===== src/rtl/bomb_fuse_if.sv =====
// bomb_fuse bus: bomb/player positions in, explode request
// and blast geometry out.
interface bomb_fuse_if;
   logic       bomb_check;
   logic [9:0] bombX;
   logic [9:0] bombY;
   logic [9:0] playerX;
   logic [9:0] playerY;
   logic       explode;
   logic       blast_active;
   logic [9:0] blastXL;
   logic [9:0] blastXR;
   logic [9:0] blastYT;
   logic [9:0] blastYB;
   logic [9:0] blastBoxXL;
   logic [9:0] blastBoxXR;
   logic [9:0] blastBoxYT;
   logic [9:0] blastBoxYB;
   logic       player_hit;

   modport master (
      output bomb_check, bombX, bombY,
      output playerX, playerY,
      input  explode, blast_active, player_hit,
      input  blastXL, blastXR, blastYT, blastYB,
      input  blastBoxXL, blastBoxXR,
      input  blastBoxYT, blastBoxYB
   );

   modport slave (
      input  bomb_check, bombX, bombY,
      input  playerX, playerY,
      output explode, blast_active, player_hit,
      output blastXL, blastXR, blastYT, blastYB,
      output blastBoxXL, blastBoxXR,
      output blastBoxYT, blastBoxYB
   );
endinterface


===== src/rtl/bomb_fuse.sv =====
// Bomb fuse timer, explode handshake and cross-shaped
// blast geometry with player hit detection.
module bomb_fuse #(
   parameter int FUSE_FRAMES  = 120,
   parameter int BLAST_FRAMES = 30,
   parameter int BLAST_REACH  = 48,
   parameter int BOMB_W       = 20,
   parameter int BOMB_H       = 25,
   parameter int PLAYER_S     = 16
) (
   input  logic       frame_clk,
   input  logic       Reset,
   bomb_fuse_if.slave bus
);

   typedef enum logic [1:0] {
      IDLE, FUSE, FIRE, BLAST
   } state_t;

   localparam logic [7:0] FUSE_LAST =
      8'(FUSE_FRAMES - 1);
   localparam logic [7:0] BLAST_LAST =
      8'(BLAST_FRAMES - 1);
   localparam logic [10:0] REACH = 11'(BLAST_REACH);
   localparam logic [10:0] W_M1  = 11'(BOMB_W - 1);
   localparam logic [10:0] H_M1  = 11'(BOMB_H - 1);
   localparam logic [10:0] S_M1  = 11'(PLAYER_S - 1);
   localparam logic [10:0] X_MAX = 11'd639;
   localparam logic [10:0] Y_MAX = 11'd479;

   state_t     state, state_nx;
   logic [7:0] cnt, cnt_nx;
   logic       latch;

   logic [9:0] xl_q, xr_q, yt_q, yb_q;
   logic [9:0] bxl_q, bxr_q, byt_q, byb_q;
   logic       hit_q, hit_nx;

   logic [10:0] bx, by, bx_end, by_end;
   logic [10:0] bx_far, by_far;
   logic [9:0]  xl_c, xr_c, yt_c, yb_c;
   logic [9:0]  bxr_c, byb_c;

   logic [10:0] px0, px1, py0, py1;
   logic        h_arm, v_arm;

   always_comb begin
      state_nx = state;
      cnt_nx   = cnt;
      latch    = 1'b0;
      unique case (state)
         IDLE: begin
            if (bus.bomb_check) begin
               state_nx = FUSE;
               cnt_nx   = '0;
               latch    = 1'b1;
            end
         end
         FUSE: begin
            if (!bus.bomb_check) begin
               state_nx = IDLE;
            end else if (cnt == FUSE_LAST) begin
               state_nx = FIRE;
            end else begin
               cnt_nx = cnt + 8'd1;
            end
         end
         FIRE: begin
            if (!bus.bomb_check) begin
               state_nx = BLAST;
               cnt_nx   = '0;
            end
         end
         BLAST: begin
            if (cnt == BLAST_LAST) begin
               state_nx = IDLE;
            end else begin
               cnt_nx = cnt + 8'd1;
            end
         end
         default: state_nx = IDLE;
      endcase
   end

   // Geometry from the live bomb position, captured on FUSE entry.
   always_comb begin
      bx     = {1'b0, bus.bombX};
      by     = {1'b0, bus.bombY};
      bx_end = bx + W_M1;
      by_end = by + H_M1;
      bx_far = bx_end + REACH;
      by_far = by_end + REACH;
      xl_c   = (bx >= REACH) ? 10'(bx - REACH) : '0;
      yt_c   = (by >= REACH) ? 10'(by - REACH) : '0;
      xr_c   = (bx_far > X_MAX) ? X_MAX[9:0]
                                : bx_far[9:0];
      yb_c   = (by_far > Y_MAX) ? Y_MAX[9:0]
                                : by_far[9:0];
      bxr_c  = (bx_end > X_MAX) ? X_MAX[9:0]
                                : bx_end[9:0];
      byb_c  = (by_end > Y_MAX) ? Y_MAX[9:0]
                                : by_end[9:0];
   end

   always_comb begin
      px0   = {1'b0, bus.playerX};
      py0   = {1'b0, bus.playerY};
      px1   = px0 + S_M1;
      py1   = py0 + S_M1;
      h_arm = (px0 <= {1'b0, xr_q})
           && (px1 >= {1'b0, xl_q})
           && (py0 <= {1'b0, byb_q})
           && (py1 >= {1'b0, byt_q});
      v_arm = (px0 <= {1'b0, bxr_q})
           && (px1 >= {1'b0, bxl_q})
           && (py0 <= {1'b0, yb_q})
           && (py1 >= {1'b0, yt_q});
      hit_nx = (state == BLAST) && (h_arm || v_arm);
   end

   always_ff @(posedge frame_clk) begin
      if (Reset) begin
         state <= IDLE;
         cnt   <= '0;
         hit_q <= 1'b0;
         xl_q  <= '0;
         xr_q  <= '0;
         yt_q  <= '0;
         yb_q  <= '0;
         bxl_q <= '0;
         bxr_q <= '0;
         byt_q <= '0;
         byb_q <= '0;
      end else begin
         state <= state_nx;
         cnt   <= cnt_nx;
         hit_q <= hit_nx;
         if (latch) begin
            xl_q  <= xl_c;
            xr_q  <= xr_c;
            yt_q  <= yt_c;
            yb_q  <= yb_c;
            bxl_q <= bus.bombX;
            bxr_q <= bxr_c;
            byt_q <= bus.bombY;
            byb_q <= byb_c;
         end
      end
   end

   assign bus.explode      = (state == FIRE)
                           & bus.bomb_check;
   assign bus.blast_active = (state == BLAST);
   assign bus.player_hit   = hit_q;
   assign bus.blastXL      = xl_q;
   assign bus.blastXR      = xr_q;
   assign bus.blastYT      = yt_q;
   assign bus.blastYB      = yb_q;
   assign bus.blastBoxXL   = bxl_q;
   assign bus.blastBoxXR   = bxr_q;
   assign bus.blastBoxYT   = byt_q;
   assign bus.blastBoxYB   = byb_q;

endmodule


===== src/flat_wrapper.sv =====
// flat-port wrapper written by rule: the top's interface ports become plain ports
module bomb_fuse_flat 
#(
   parameter int FUSE_FRAMES  = 120,
   parameter int BLAST_FRAMES = 30,
   parameter int BLAST_REACH  = 48,
   parameter int BOMB_W       = 20,
   parameter int BOMB_H       = 25,
   parameter int PLAYER_S     = 16
)
  (frame_clk, Reset, bus_bomb_check, bus_bombX, bus_bombY, bus_playerX, bus_playerY, bus_explode, bus_blast_active, bus_player_hit, bus_blastXL, bus_blastXR, bus_blastYT, bus_blastYB, bus_blastBoxXL, bus_blastBoxXR, bus_blastBoxYT, bus_blastBoxYB);
  bomb_fuse_if bus_i ();
  input  logic frame_clk;
  input  logic Reset;
  input wire logic [$bits(bus_i.bomb_check)-1:0] bus_bomb_check;
  input wire logic [$bits(bus_i.bombX)-1:0] bus_bombX;
  input wire logic [$bits(bus_i.bombY)-1:0] bus_bombY;
  input wire logic [$bits(bus_i.playerX)-1:0] bus_playerX;
  input wire logic [$bits(bus_i.playerY)-1:0] bus_playerY;
  output wire logic [$bits(bus_i.explode)-1:0] bus_explode;
  output wire logic [$bits(bus_i.blast_active)-1:0] bus_blast_active;
  output wire logic [$bits(bus_i.player_hit)-1:0] bus_player_hit;
  output wire logic [$bits(bus_i.blastXL)-1:0] bus_blastXL;
  output wire logic [$bits(bus_i.blastXR)-1:0] bus_blastXR;
  output wire logic [$bits(bus_i.blastYT)-1:0] bus_blastYT;
  output wire logic [$bits(bus_i.blastYB)-1:0] bus_blastYB;
  output wire logic [$bits(bus_i.blastBoxXL)-1:0] bus_blastBoxXL;
  output wire logic [$bits(bus_i.blastBoxXR)-1:0] bus_blastBoxXR;
  output wire logic [$bits(bus_i.blastBoxYT)-1:0] bus_blastBoxYT;
  output wire logic [$bits(bus_i.blastBoxYB)-1:0] bus_blastBoxYB;
  assign bus_i.bomb_check = bus_bomb_check;
  assign bus_i.bombX = bus_bombX;
  assign bus_i.bombY = bus_bombY;
  assign bus_i.playerX = bus_playerX;
  assign bus_i.playerY = bus_playerY;
  assign bus_explode = bus_i.explode;
  assign bus_blast_active = bus_i.blast_active;
  assign bus_player_hit = bus_i.player_hit;
  assign bus_blastXL = bus_i.blastXL;
  assign bus_blastXR = bus_i.blastXR;
  assign bus_blastYT = bus_i.blastYT;
  assign bus_blastYB = bus_i.blastYB;
  assign bus_blastBoxXL = bus_i.blastBoxXL;
  assign bus_blastBoxXR = bus_i.blastBoxXR;
  assign bus_blastBoxYT = bus_i.blastBoxYT;
  assign bus_blastBoxYB = bus_i.blastBoxYB;
  bomb_fuse #(.FUSE_FRAMES(FUSE_FRAMES), .BLAST_FRAMES(BLAST_FRAMES), .BLAST_REACH(BLAST_REACH), .BOMB_W(BOMB_W), .BOMB_H(BOMB_H), .PLAYER_S(PLAYER_S)) u_core (.frame_clk(frame_clk), .Reset(Reset), .bus(bus_i));
endmodule

===== config.mk =====
export PLATFORM = sky130hd
export DESIGN_NAME = bomb_fuse_flat
export DESIGN_NICKNAME = d
export VERILOG_FILES = /design/src/rtl/bomb_fuse_if.sv /design/src/rtl/bomb_fuse.sv /design/src/flat_wrapper.sv
export SDC_FILE = /design/constraint.sdc
export NUM_CORES = 1
export LEC_CHECK = 0
export ABC_CLOCK_PERIOD_IN_PS = 4100
export BUFFER_PORTS_ARGS = -buffer_cell sky130_fd_sc_hd__buf_4
export CORE_AREA = 2 2 141 143
export CTS_CLUSTER_DIAMETER = 50
export DETAILED_ROUTE_END_ITERATION = 10
export DIE_AREA = 0 0 143 145
export PLACE_DENSITY_LB_ADDON = 0.1
export RECOVER_POWER = 100
export SLEW_MARGIN = 20
export SYNTH_ARGS = -nofsm -noshare
export SYNTH_HDL_FRONTEND = slang
export SYNTH_SLANG_ARGS = --single-unit

===== constraint.sdc =====
create_clock -name frame_clk -period 4.1 [get_ports frame_clk]
set_input_delay 0.82 -clock frame_clk [delete_from_list [all_inputs] [get_ports frame_clk]]
set_output_delay 0.82 -clock frame_clk [all_outputs]
set_load 0.03 [all_outputs]

==> summary.txt <==
Run status
  – Failing checks: max-capacitance violations, max-slew violations
  – Status: finished, violations left

Die
  – Die Width: around 140 um
  – Core area: 19200 um2
  – Die area: a little over 20000 um2
  – Initial Util: 34.7%
  – Number of core rows: ~50
  – Die height: about 150 um
  – IO Count: around 130

STA
  – Final Hold Fails: 0
  – Period utilization: 86.2%
  – Final setup TNS: 0 ns
  – Final hold slack: between 0.4 and 0.5 ns
  – Final min period: between 3 and 4 ns
  – RSZ-0062 raised after global routing: false
  – Count of final max-slew check failures: 90
  – Endpoints failing setup: 0
  – Setup WS post-layout: 0.567 ns
  – Fmax: between 200 and 300 MHz
  – Actual slew at the worst max-slew pin: 2.84 ns
  – Clock Skew: a little over 0.006 ns
  – Worst rel slew slack: -89.3%

Clock tree
  – Clock sinks: 91
  – CTS clk-pin slew, worst paths: ~0.070 ns
  – Clk Latency, worst-skew pair: 0.35 ns
  – Hold buffers post-CTS: 0
  – CTS tree: built
  – CTS Buf Count: 9
  – Clock Tree Root: clkbuf_16
  – PostCTS Resize Cnt: 0
  – CTS max path bufs: 2
  – Htree depth: 3
  – Post-CTS repair timing setup buffer count: 0

Pwr
  – Pwr dens: about 340 nW/um2
  – Total power: about 2.6 mW
  – Leak pwr: between 3 and 4 nW
  – Peak VDD IR: 184 uV

Worst setup path
  – Worst path depth: 6
  – Crit path launch: bus_bomb_check
  – Critical Path Fanout Max: 57
  – Crit end category: flop
  – Critical R2R Capture: u_core.bus.blastBoxXL[1]
  – CP Launch Type: primary input
  – Worst path max stage delay: ~2.0 ns
  – CP cell instances: clkbuf_1, nand2_1, nor2_4, clkbuf_1, nand2_1, a21oi_1
  – Critical Path Sink: u_core.bus.blastBoxXL[1]
  – CP required: around 4.4 ns
  – CP max-delay cell: clkbuf_1
  – Reg2Reg Setup Slack: approximately 0.75 ns
  – Bufs and invs on worst path: 2
  – Crit path DAT: around 3.8 ns
  – R2r startpoint: u_core.state[0]
  – CP delay by family, top: buffers and inverters
  – WS Path Type: in2reg
  – R2R cell count: 6

GRT
  – Vias in the first global route: roughly 5800
  – First-pass GRT wire length: around 32000 um
  – All-layer global routing usage: 19.7%
  – GRT overflow: 0
  – Initial antenna violation count: 0
  – Largest net degree at the start of global routing: 87

Drt
  – Residual DRC: 0
  – Post-DR vias/cell: between 5 and 6
  – Highest routed layer: met4
  – DRT Pass-1 Iters: 5
  – DRT antenna net count: 0
  – DR WL/cell: approximately 17 um
  – Met2 routed WL: between 9000 and 10000 um
  – Met3 routed WL: roughly 810 um
  – Detailed Route WL: 20300 um
  – Initial DRC count: 298
  – Metal1 wirelength: around 9600 um
  – Routed via count: 5958

Layout
  – Antenna diodes: 0
  – Final Util: 40.4%
  – Nets: around 1100
  – Layout cell share with drive strength beyond 1: approximately 8.1%
  – P&R area growth vs syn: 16.5%
  – Post-route cell area: 7760 um2
  – Layout Cells excl Fill: 1189

Synth
  – FF+latch count, synth: 91
  – Post-synth ARST share: 0%
  – Prevailing post-synth register cell: dfxtp_1
  – Synth area leaders: dfxtp_1 27%, ha_1 18%, inv_1 5.5%
  – Mapped Area: approximately 6700 um2
  – Mapped Cells: between 800 and 900
  – Synth cell types: 73
  – Cell taking the most area after synthesis: dfxtp_1
  – Area share of the largest cell type after synthesis: a little over a quarter
  – Fraction of the yosys area taken by sequential cells: 27.3%
  – Synth top cells by count: 98 x ha_1, 98 x inv_1, 91 x dfxtp_1
  – Mean Syn Cell Area: 8.14 um2
  – Yosys warns: 0
  – Post-synth EDFFs: 0
  – Post-Syn Nets: about 960

Placement
  – Placed insts: 1175
  – # port buffers: 125
  – Placed Area: between 7000 and 8000 um2
  – DP HPWL: approximately 15000 um
  – Place WS: ~0.55 ns
  – Global placement routability congestion: slightly above 0.8

Flow run
  – Max cap viols: 2

Min path
  – Tightest Hold Check Type: reg2reg
[worst register-to-register path: cells and delay by family (launching register included)]
kind                   cells  cell delay, ns
AO/OA/AOI/OAI              1            0.23
buffers and inverters      2            2.11
flip-flops                 1            0.32
AND/OR/NAND/NOR            3            0.62
[registers in the layout, summed over array words and instances (netlist names), 8 cells and up, named ones only]
| register | flops |
|---|---|
| u_core.cnt | 8 |
| u_core.bus.blastYB | 10 |
| u_core.bus.blastXL | 10 |
| u_core.bus.blastBoxYT | 10 |
| u_core.bus.blastBoxXR | 10 |
| u_core.bus.blastBoxYB | 10 |
| u_core.bus.blastYT | 10 |
| u_core.bus.blastBoxXL | 10 |
| u_core.bus.blastXR | 10 |
[report_power, final]
group          internal [mW]  total [mW]  switching (mW)
sequential             0.944       0.995          0.0509
clock                  0.481       0.843           0.362
combinational          0.282       0.792           0.510
[cell usage in the layout, fill, tap and decap left out, types with 3 or more instances in the layout]
master / n
xor2_1: 22
a21oi_1: 56
dfxtp_1: 91
nor2b_1: 13
o21a_1: 6
inv_1: 98
clkbuf_16: 9
o211ai_1: 6
clkbuf_1: 87
nand4_1: 17
a21oi_2: 3
ha_1: 98
nand2b_1: 9
or4_1: 3
nand3_1: 20
a21o_1: 21
xnor2_1: 19
a41oi_1: 3
a311oi_1: 13
and3_1: 11
nor3b_1: 3
xnor2_2: 3
a221oi_1: 15
o21ai_0: 12
nor3_1: 9
nand2_1: 83
a211o_1: 3
o31ai_1: 3
mux2i_1: 5
nor2_1: 70
buf_4: 42
a22oi_1: 14
a211oi_1: 7
[cells by family after synthesis]
family | Yosys count | synth area share [%]
buffers and inverters | 135 | 7.93
xor gates and xnor gates | 46 | 6.78
muxes | 5 | 0.751
adders and majority gates | 98 | 18.4
DFF | 91 | 27.3
and+or+nand+nor | 255 | 18.3
AOI/OAI and AO/OA | 188 | 20.5
[worst min-delay path by stage]
stage / from / endpoint / slack [ns] / depth (start not counted)
after global placement: u_core.bus.blastYT[1] / u_core.bus.blastYT[1] / 0.46 / 2
after CTS: u_core.bus.blastYT[1] / u_core.bus.blastYT[1] / 0.48 / 2
final: u_core.bus.blastBoxYB[9] / u_core.bus.blastBoxYB[9] / 0.48 / 2
after floorplan: u_core.cnt[7] / u_core.cnt[7] / 0.47 / 2
after global routing: u_core.bus.blastBoxYT[2] / u_core.bus.blastBoxYT[2] / 0.50 / 2
after detailed placement: u_core.bus.blastYT[1] / u_core.bus.blastYT[1] / 0.47 / 2
[routing by layer]
metal	up-vias	GRT usage, %
met5	-	0
met2	121	32.6
met1	2747	26.5
met3	18	2.57
met4	0	5.64
li1	3072	-
[layout make-up]
cell class | count | area (um2)
fillers | 2101 | 11400
multi-input cells | 592 | 4320
flip-flops and latches | 91 | 1820
repair buffers | 128 | 638
inverters | 99 | 372
well taps | 265 | 332
clock buffers | 11 | 243
clock inverters | 3 | 40.0
No activity file was read; power rests on OpenSTA's default activity.
